[src/rtl/counter_pkg.sv]
// Shared types for the rollover period decoder: FSM state encoding.
package counter_pkg;

  typedef enum logic [1:0] {
    S_IDLE    = 2'd0,
    S_FIRST   = 2'd1,
    S_CONFIRM = 2'd2,
    S_LOCKED  = 2'd3
  } state_e;

endpackage

[src/rtl/ro_period_cnt.sv]
// Saturating cycle counter: restarts at 1 on each pulse, parks at 2^N when pulses stop.
module ro_period_cnt #(
  parameter int unsigned N = 2
) (
  input  logic       i_clk,
  input  logic       i_reset_n,
  input  logic       i_clear,
  input  logic       i_pulse,
  output logic [N:0] o_cnt
);

  localparam logic [N:0] CNT_MAX = {1'b1, {N{1'b0}}};
  localparam logic [N:0] CNT_ONE = (N+1)'(1);

  logic [N:0] cnt_d, cnt_q;

  // Clear wins over a coincident pulse so that pulse is never measured.
  always_comb begin
    cnt_d = cnt_q;
    if (i_clear) begin
      cnt_d = '0;
    end else if (i_pulse) begin
      cnt_d = CNT_ONE;
    end else if (cnt_q != CNT_MAX) begin
      cnt_d = cnt_q + CNT_ONE;
    end
  end

  always_ff @(posedge i_clk or negedge i_reset_n) begin
    if (!i_reset_n) begin
      cnt_q <= '0;
    end else begin
      cnt_q <= cnt_d;
    end
  end

  assign o_cnt = cnt_q;

endmodule

[src/rtl/ro_period_decoder.sv]
// Recovers the modulus of a modulo-k counter from its rollover pulses and tracks lock.
module ro_period_decoder
  import counter_pkg::*;
#(
  parameter int unsigned N = 2
) (
  input  logic         i_clk,
  input  logic         i_reset_n,
  input  logic         i_clear,
  input  logic         i_roll_over,
  output logic [N-1:0] o_k,
  output logic         o_locked,
  output logic         o_error
);

  localparam logic [N:0] CNT_MAX = {1'b1, {N{1'b0}}};

  logic [N:0]   cnt;
  state_e       state_d, state_q;
  logic [N-1:0] cand_d, cand_q;
  logic [N-1:0] k_d, k_q;
  logic         locked_d, locked_q;
  logic         error_d, error_q;

  logic         timeout_c;
  logic         k_hit_c;
  logic         cand_hit_c;
  logic [N-1:0] period_c;

  ro_period_cnt #(.N(N)) u_cnt (
    .i_clk     (i_clk),
    .i_reset_n (i_reset_n),
    .i_clear   (i_clear),
    .i_pulse   (i_roll_over),
    .o_cnt     (cnt)
  );

  // cnt still holds the pre-update value at a pulse edge, i.e. the measured period.
  assign timeout_c  = (cnt == CNT_MAX);
  assign k_hit_c    = (cnt == {1'b0, k_q});
  assign cand_hit_c = (cnt == {1'b0, cand_q});
  assign period_c   = cnt[N-1:0];

  always_comb begin
    state_d = state_q;
    cand_d  = cand_q;
    k_d     = k_q;
    error_d = 1'b0;
    if (i_clear) begin
      state_d = S_IDLE;
    end else begin
      unique case (state_q)
        S_IDLE: begin
          if (i_roll_over) state_d = S_FIRST;
        end
        S_FIRST, S_CONFIRM: begin
          // A pulse arriving at saturation has an unrepresentable period: flag it, restart from it.
          if (timeout_c) begin
            error_d = 1'b1;
            state_d = i_roll_over ? S_FIRST : S_IDLE;
          end else if (i_roll_over) begin
            if (state_q == S_CONFIRM && cand_hit_c) begin
              state_d = S_LOCKED;
              k_d     = cand_q;
            end else begin
              state_d = S_CONFIRM;
              cand_d  = period_c;
            end
          end
        end
        S_LOCKED: begin
          if (i_roll_over) begin
            if (!k_hit_c) begin
              error_d = 1'b1;
              cand_d  = period_c;
              state_d = S_CONFIRM;
            end
          end else if (k_hit_c) begin
            error_d = 1'b1;
            state_d = S_IDLE;
          end
        end
        default: state_d = S_IDLE;
      endcase
    end
    locked_d = (state_d == S_LOCKED);
  end

  always_ff @(posedge i_clk or negedge i_reset_n) begin
    if (!i_reset_n) begin
      state_q  <= S_IDLE;
      cand_q   <= '0;
      k_q      <= '0;
      locked_q <= 1'b0;
      error_q  <= 1'b0;
    end else begin
      state_q  <= state_d;
      cand_q   <= cand_d;
      k_q      <= k_d;
      locked_q <= locked_d;
      error_q  <= error_d;
    end
  end

  assign o_k      = k_q;
  assign o_locked = locked_q;
  assign o_error  = error_q;

endmodule

[config.mk]
export PLATFORM = sky130hd
export DESIGN_NAME = ro_period_decoder
export DESIGN_NICKNAME = d
export VERILOG_FILES = /design/src/rtl/counter_pkg.sv /design/src/rtl/ro_period_cnt.sv /design/src/rtl/ro_period_decoder.sv
export SDC_FILE = /design/constraint.sdc
export NUM_CORES = 1
export LEC_CHECK = 0
export BUFFER_PORTS_ARGS = -buffer_cell sky130_fd_sc_hd__buf_4
export CORE_ASPECT_RATIO = 1.2
export CORE_MARGIN = 2
export CORE_UTILIZATION = 35
export DETAILED_ROUTE_END_ITERATION = 10
export GPL_ROUTABILITY_DRIVEN = 1
export GPL_TIMING_DRIVEN = 0
export PLACE_DENSITY = 0.61
export SYNTH_ARGS = -nofsm -noshare
export SYNTH_HDL_FRONTEND = slang
export SYNTH_SLANG_ARGS = --single-unit
[constraint.sdc]
create_clock -name i_clk -period 3.3 [get_ports i_clk]
set_clock_uncertainty 0.05 [all_clocks]
set_input_delay 0.66 -clock i_clk [delete_from_list [all_inputs] [get_ports i_clk]]
set_output_delay 0.66 -clock i_clk [all_outputs]
set_load 0.01 [all_outputs]
## Word level (Yosys, flattened, before mapping)

Cells that the tools add are included.

| word-level totals | value |
|---|---|
| output and inout port bits | 4 |
| bits in registers | 11 |
| logic and storage cells | 54 |

| cells by class | value |
|---|---|
| equal/unequal tests | 13 |
| add/sub/neg operators | 1 |
| reduce and logical (&&, ||, !) cells | 7 |
| multiplexer cells | 25 |
| bitwise logic cells | 2 |

Operators with widths:

| cell | number |
|---|---|
| $mux 2 | 12 |
| $ne 2x2->1 const B | 5 |
| $mux 3 | 3 |
| $mux 1 | 7 |
| $reduce_and 7->1 | 1 |
| $eq 2x2->1 const B | 3 |
| $eq 3x2->1 | 2 |
| $pmux 2 s3 | 1 |
| $reduce_and 5->1 | 1 |
| $pmux 2 s2 | 1 |
| $add 3x1->3 const B | 1 |
| $eq 3x3->1 const B | 1 |
| $ne 3x3->1 const B | 1 |
| $reduce_bool 3->1 | 1 |
| $eq 2x1->1 const B | 1 |
| $logic_not 2->1 | 1 |
| $not 1->1 | 2 |
| $pmux 1 s2 | 1 |
| $reduce_bool 2->1 | 1 |
| $reduce_or 2->1 | 1 |
| $logic_and 1x1->1 | 1 |

## Logic depth before layout (Yosys ltp)

| logic depth | value |
|---|---|
| depth after elaboration | 8 |
| gate-level depth with buffers | 6 |
| gate-level depth less buffers | 6 |

## Modules after synthesis

A second synthesis with hierarchy kept.

| unflattened totals | value |
|---|---|
| cell total of the unflattened synthesis | 73 |
| area total of the unflattened synthesis | 755.7 sq um |

By module, submodules not included:

| module | area each (sq um) | instances | sequential area each (sq um) | cells each |
|---|---|---|---|---|
| ro_period_decoder | 561.8 | 1 | 200.2 | 56 |
| ro_period_cnt | 193.9 | 1 | 75.1 | 17 |

## Worst setup path before layout

Ideal clock, no wire load.

| timing | value |
|---|---|
| path type | input to register |
| from | in i_roll_over |
| to | reg cand_q[0] |
| cell stages on the path | 4 |
| path slack | 1.544 ns |
| data arrival time | 1.578 ns |
| data required time | 3.122 ns |
| path buffers | 1 |
| path through | clkbuf_1 -> o21ai_0 -> a221oi_2 -> mux2_1 |

| on the way | value |
|---|---|
| word-level cells in the longest chain between the ends | 2 |
| elaborated cells between the ends (all ways) | 3 |
| classes of those cells | eq/ne: 2; reduce/logical: 1 |

Ends and longest elaborated chain:

| item | line | source |
|---|---|---|
| start, declared | ro_period_decoder.sv:10 | `input logic i_roll_over,` |
| $ne 2x2->1 (no line) | -- |  |
| $reduce_and 7->1 (no line) (*) | -- |  |
| end signal, assigned | ro_period_decoder.sv:98 | `cand_q <= cand_d;` |
| end, declared | ro_period_decoder.sv:20 | `logic [N-1:0] cand_d, cand_q;` |

Mark *: on every way between the ends. The rest lies on a longest branch, timed or not.
A chain may end at the register's enable or synchronous reset.

## Final worst setup path

| timing | value |
|---|---|
| from | reg u_cnt.cnt_q[0], in the netlist u_cnt.o_cnt[0] |
| to | reg cand_q[0] |

| on the way | value |
|---|---|
| word-level cells in the longest chain between the ends | 4 |
| elaborated cells between the ends (all ways) | 14 |
| classes of those cells | eq/ne: 6; mux: 6; reduce/logical: 2 |

Ends and longest elaborated chain:

| item | line | source |
|---|---|---|
| start, declared | ro_period_cnt.sv:15 | `logic [N:0] cnt_d, cnt_q;` |
| start signal, assigned | ro_period_cnt.sv:33 | `cnt_q <= cnt_d;` |
| $eq 3x2->1 or $mux 2 (tied branches) | ro_period_decoder.sv:41, ro_period_decoder.sv:62 |  |
| $logic_and 1x1->1 or $mux 2 (tied branches) | ro_period_decoder.sv:62, ro_period_decoder.sv:61 |  |
| $ne 2x2->1 (no line) or $mux 2 (tied branches) | -- |  |
| $reduce_and 7->1 (no line) or $pmux 2 s2 (tied branches) | -- |  |

Parallel ways exist; a longest one is shown, timed or not. The select of a mux whose other input is x is not followed.

==> summary.md <==
| Metric | Value |
|---|---|
| Final setup TNS | `0 ps` |
| Post-route minimum period | `about 2000 ps` |
| Reg2reg start | `u_cnt.o_cnt[0]` |
| Reg-to-reg slack, setup | `1340 ps` |
| Worst reg2reg path depth | `6` |
| Cells after Synth | `between 60 and 70` |
| Setup repair bufs after CTS | `0` |
| Die Height | `52.71 um` |
| CP startpoint kind | `register` |
| Post_cts resized | `0` |
| Power Density | `between 400 and 500 nW/um^2` |
| ANT nets after route | `0` |
| Post-detail-place hpwl | `~1000 um` |
| YS warnings | `0` |
| Vias | `roughly 560` |
| Ranking of synthesized cells by area | `dfrtp_1 (40%), ha_1 (9.0%), mux2_1 (6.5%)` |
| Nets | `90` |
| Largest fanout on the critical path | `5` |
| Worst skew pair latency | `~280 ps` |
| Vias in the first global route | `around 560` |
| Total grt overflow | `0` |
| Via/cell ratio | `roughly 5.6` |
| Synth Register Bits | `11` |
| Port Buffers | `7` |
| CP endpoint | `cand_q[0]` |
| Unrepaired setup endpoints after global routing | `no` |
| # setup viols final | `0` |
| Die extent in x | `~45 um` |
| Outcome | `completed` |
| Final period utilization | `roughly three fifths` |
| Routability cong. | `0.7585` |
| Synth Net Count | `78` |
| CTS tree | `yes` |
| Share of cells above drive strength 1 | `roughly 15%` |
| Initial antenna violation count | `0` |
| CP endpoint kind | `register` |
| Sink Count | `11` |
| Root Buffer | `clkbuf_4` |
| Fmax | `~510 MHz` |
| Fillers | `190` |
| Worst r2r dst | `cand_q[0]` |
| DRC violations left | `0` |
| # hold bufs at CTS | `0` |
| Worst Hold Class | `in -> async` |
| Sequential area share after synthesis | `about two fifths` |
| Initial Util | `between 30% and 40%` |
| IO Pins | `8` |
| Leading area contributor after synthesis | `dfrtp_1` |
| First-pass GRT wire length | `around 2400 um` |
| Netlist Area Pre-Place | `between 600 and 700 um^2` |
| WS Path Type | `reg -> reg` |
| Fin. max-slew vios | `0` |
| Cts bufs inserted | `3` |
| Final Hold Fails | `0` |
| DRT Wirelength | `1360 um` |
| Synth top area share | `between 30 and 40%` |
| Tightest Pin Transition | `around 420 ps` |
| Required @ worst endpoint | `between 3000 and 4000 ps` |
| Total core area | `approximately 1900 um^2` |
| # diodes | `0` |
| Worst-path clk slew | `around 70 ps` |
| Avg Cell Area, Syn | `~10 um^2` |
| CP Launch Point | `u_cnt.o_cnt[0]` |
| Overall global routing resource usage | `14.43%` |
| Max_cap viols | `0` |
| VDD IR max | `approximately 0.22 mV` |
| Clock buffer depth | `2` |
| Final core occ | `between 40% and 50%` |
| Distinct cells, synth | `30` |
| H-Tree Depth | `1` |
| DRT iter0 DRCs | `9` |
| Num rows | `17` |
| First drt pass iteration count | `4` |
| Max-slew headroom | `~72%` |
| Leak pwr | `between 0.0004 and 0.0005 uW` |
| Arr. time, crit path | `approximately 2100 ps` |
| Largest net degree at the start of global routing | `12` |
| Syn-to-layout area delta | `14.83%` |
| Die Area | `about 2400 um^2` |
| Post-DR wirelength/cell | `13.74 um` |
-- routing by layer --
metal	wire length, um	share of wire, %	track usage (%)
met5	0	0	0
met4	45	3.3	10.61
met3	53	3.9	2.414
met2	693	51	24.40
met1	567	42	15.74
-- placed cells by master (no fill, tap or decap), drive strengths merged, types with 2 or more instances in the layout --
cell type	instances
o21ai	2
a21oi	4
ha	5
xor2	4
nor3	3
clkbuf	5
and3	3
mux2	4
o31ai	3
nand2	2
inv	7
buf	8
nor2	3
dfrtp	11
-- synth_stat cells, drive strengths merged --
library cell and count:
dfrtp 11, mux2 4, ha 5, a21boi 1
mux2i 1, inv 7, a221oi 1, or4 1
and3 3, nand3b 1, nand2b 1, a211oi 1
nor4b 1, buf 1, clkbuf 1, xnor2 1
a41oi 1, nand2 2, o41ai 1, o31ai 3
nor3 3, nor2 3, nor3b 1, o21ai 2
and2 1, o211ai 1, xor2 4, a21oi 4
o21a 1, o311ai 1
-- worst min path at each step --
stage,start,end,slack (ps),cells after the start
2_1_floorplan,i_reset_n,cand_q[0],310,0
3_3_place_gp,i_reset_n,u_cnt.o_cnt[1],450,1
3_5_place_dp,i_reset_n,u_cnt.o_cnt[1],460,1
4_1_cts,i_reset_n,o_k[1],160,1
5_1_grt,i_reset_n,u_cnt.o_cnt[1],160,1
6_report,i_reset_n,u_cnt.o_cnt[1],150,1
-- report_power, final --
part,internal (uW),total (uW),switching [uW]
registers,156,176,20.1
clock network,47.0,97.2,50.2
logic,53.5,122,68.8
total,257,396,139
-- cell type report --
type / count / area (um^2) / share of cell area, %
multi-input combinational: 49 / 381.6 / 48.03
inverter: 7 / 26.28 / 3.307
buffer: 2 / 8.758 / 1.102
tap: 19 / 23.77 / 2.992
sequential: 11 / 275.3 / 34.65
clock buffer: 4 / 26.28 / 3.307
timing repair buffer: 7 / 52.55 / 6.614
-- worst max-delay path, cell delays in order (launching register included) --
cell and delay (ps):
dfrtp_1 450, inv_1 110, ha_1 240, nand2_1 180, o311ai_1 150, a221oi_2 300, mux2_1 350
-- through the flow --
| step | total power [uW] | cells | cell area (um^2) | worst slack, ps | hold slack (ps) |
|---|---|---|---|---|---|
| 2_1_floorplan | 263.4 | 69 | 691.9 | 1544 | 314.4 |
| 3_3_place_gp | 299.6 | 95 | 768.2 | 1240 | 453.9 |
| 3_5_place_dp | 301.9 | 95 | 768.2 | 1238 | 456.7 |
| 4_1_cts | 399.3 | 99 | 794.5 | 1332 | 155.5 |
| 5_1_grt | 423.0 | 99 | 794.5 | 1193 | 156.4 |
| 6_report | 395.6 | 99 | 794.5 | 1337 | 145.1 |
-- registers in the layout (all words and copies together), names as in the netlist --
name / flops
u_cnt.o_cnt: 3
cand_q: 2
o_k: 2
state_q: 2
o_error: 1
o_locked: 1
-- cell families (layout without fill, tap and decap cells) --
group / Yosys count / after routing / share of synthesized area (%)
XOR/XNOR: 5 / 5 / 6.329
adder cells (fa/ha/maj): 5 / 5 / 9.042
flip-flops: 11 / 11 / 39.78
multiplexers: 5 / 5 / 7.956
buffers and inverters: 9 / 20 / 5.063
AND/OR/NAND/NOR: 17 / 17 / 13.93
AO/OA/AOI/OAI: 17 / 17 / 17.90
(Power assumes the default switching activity.)
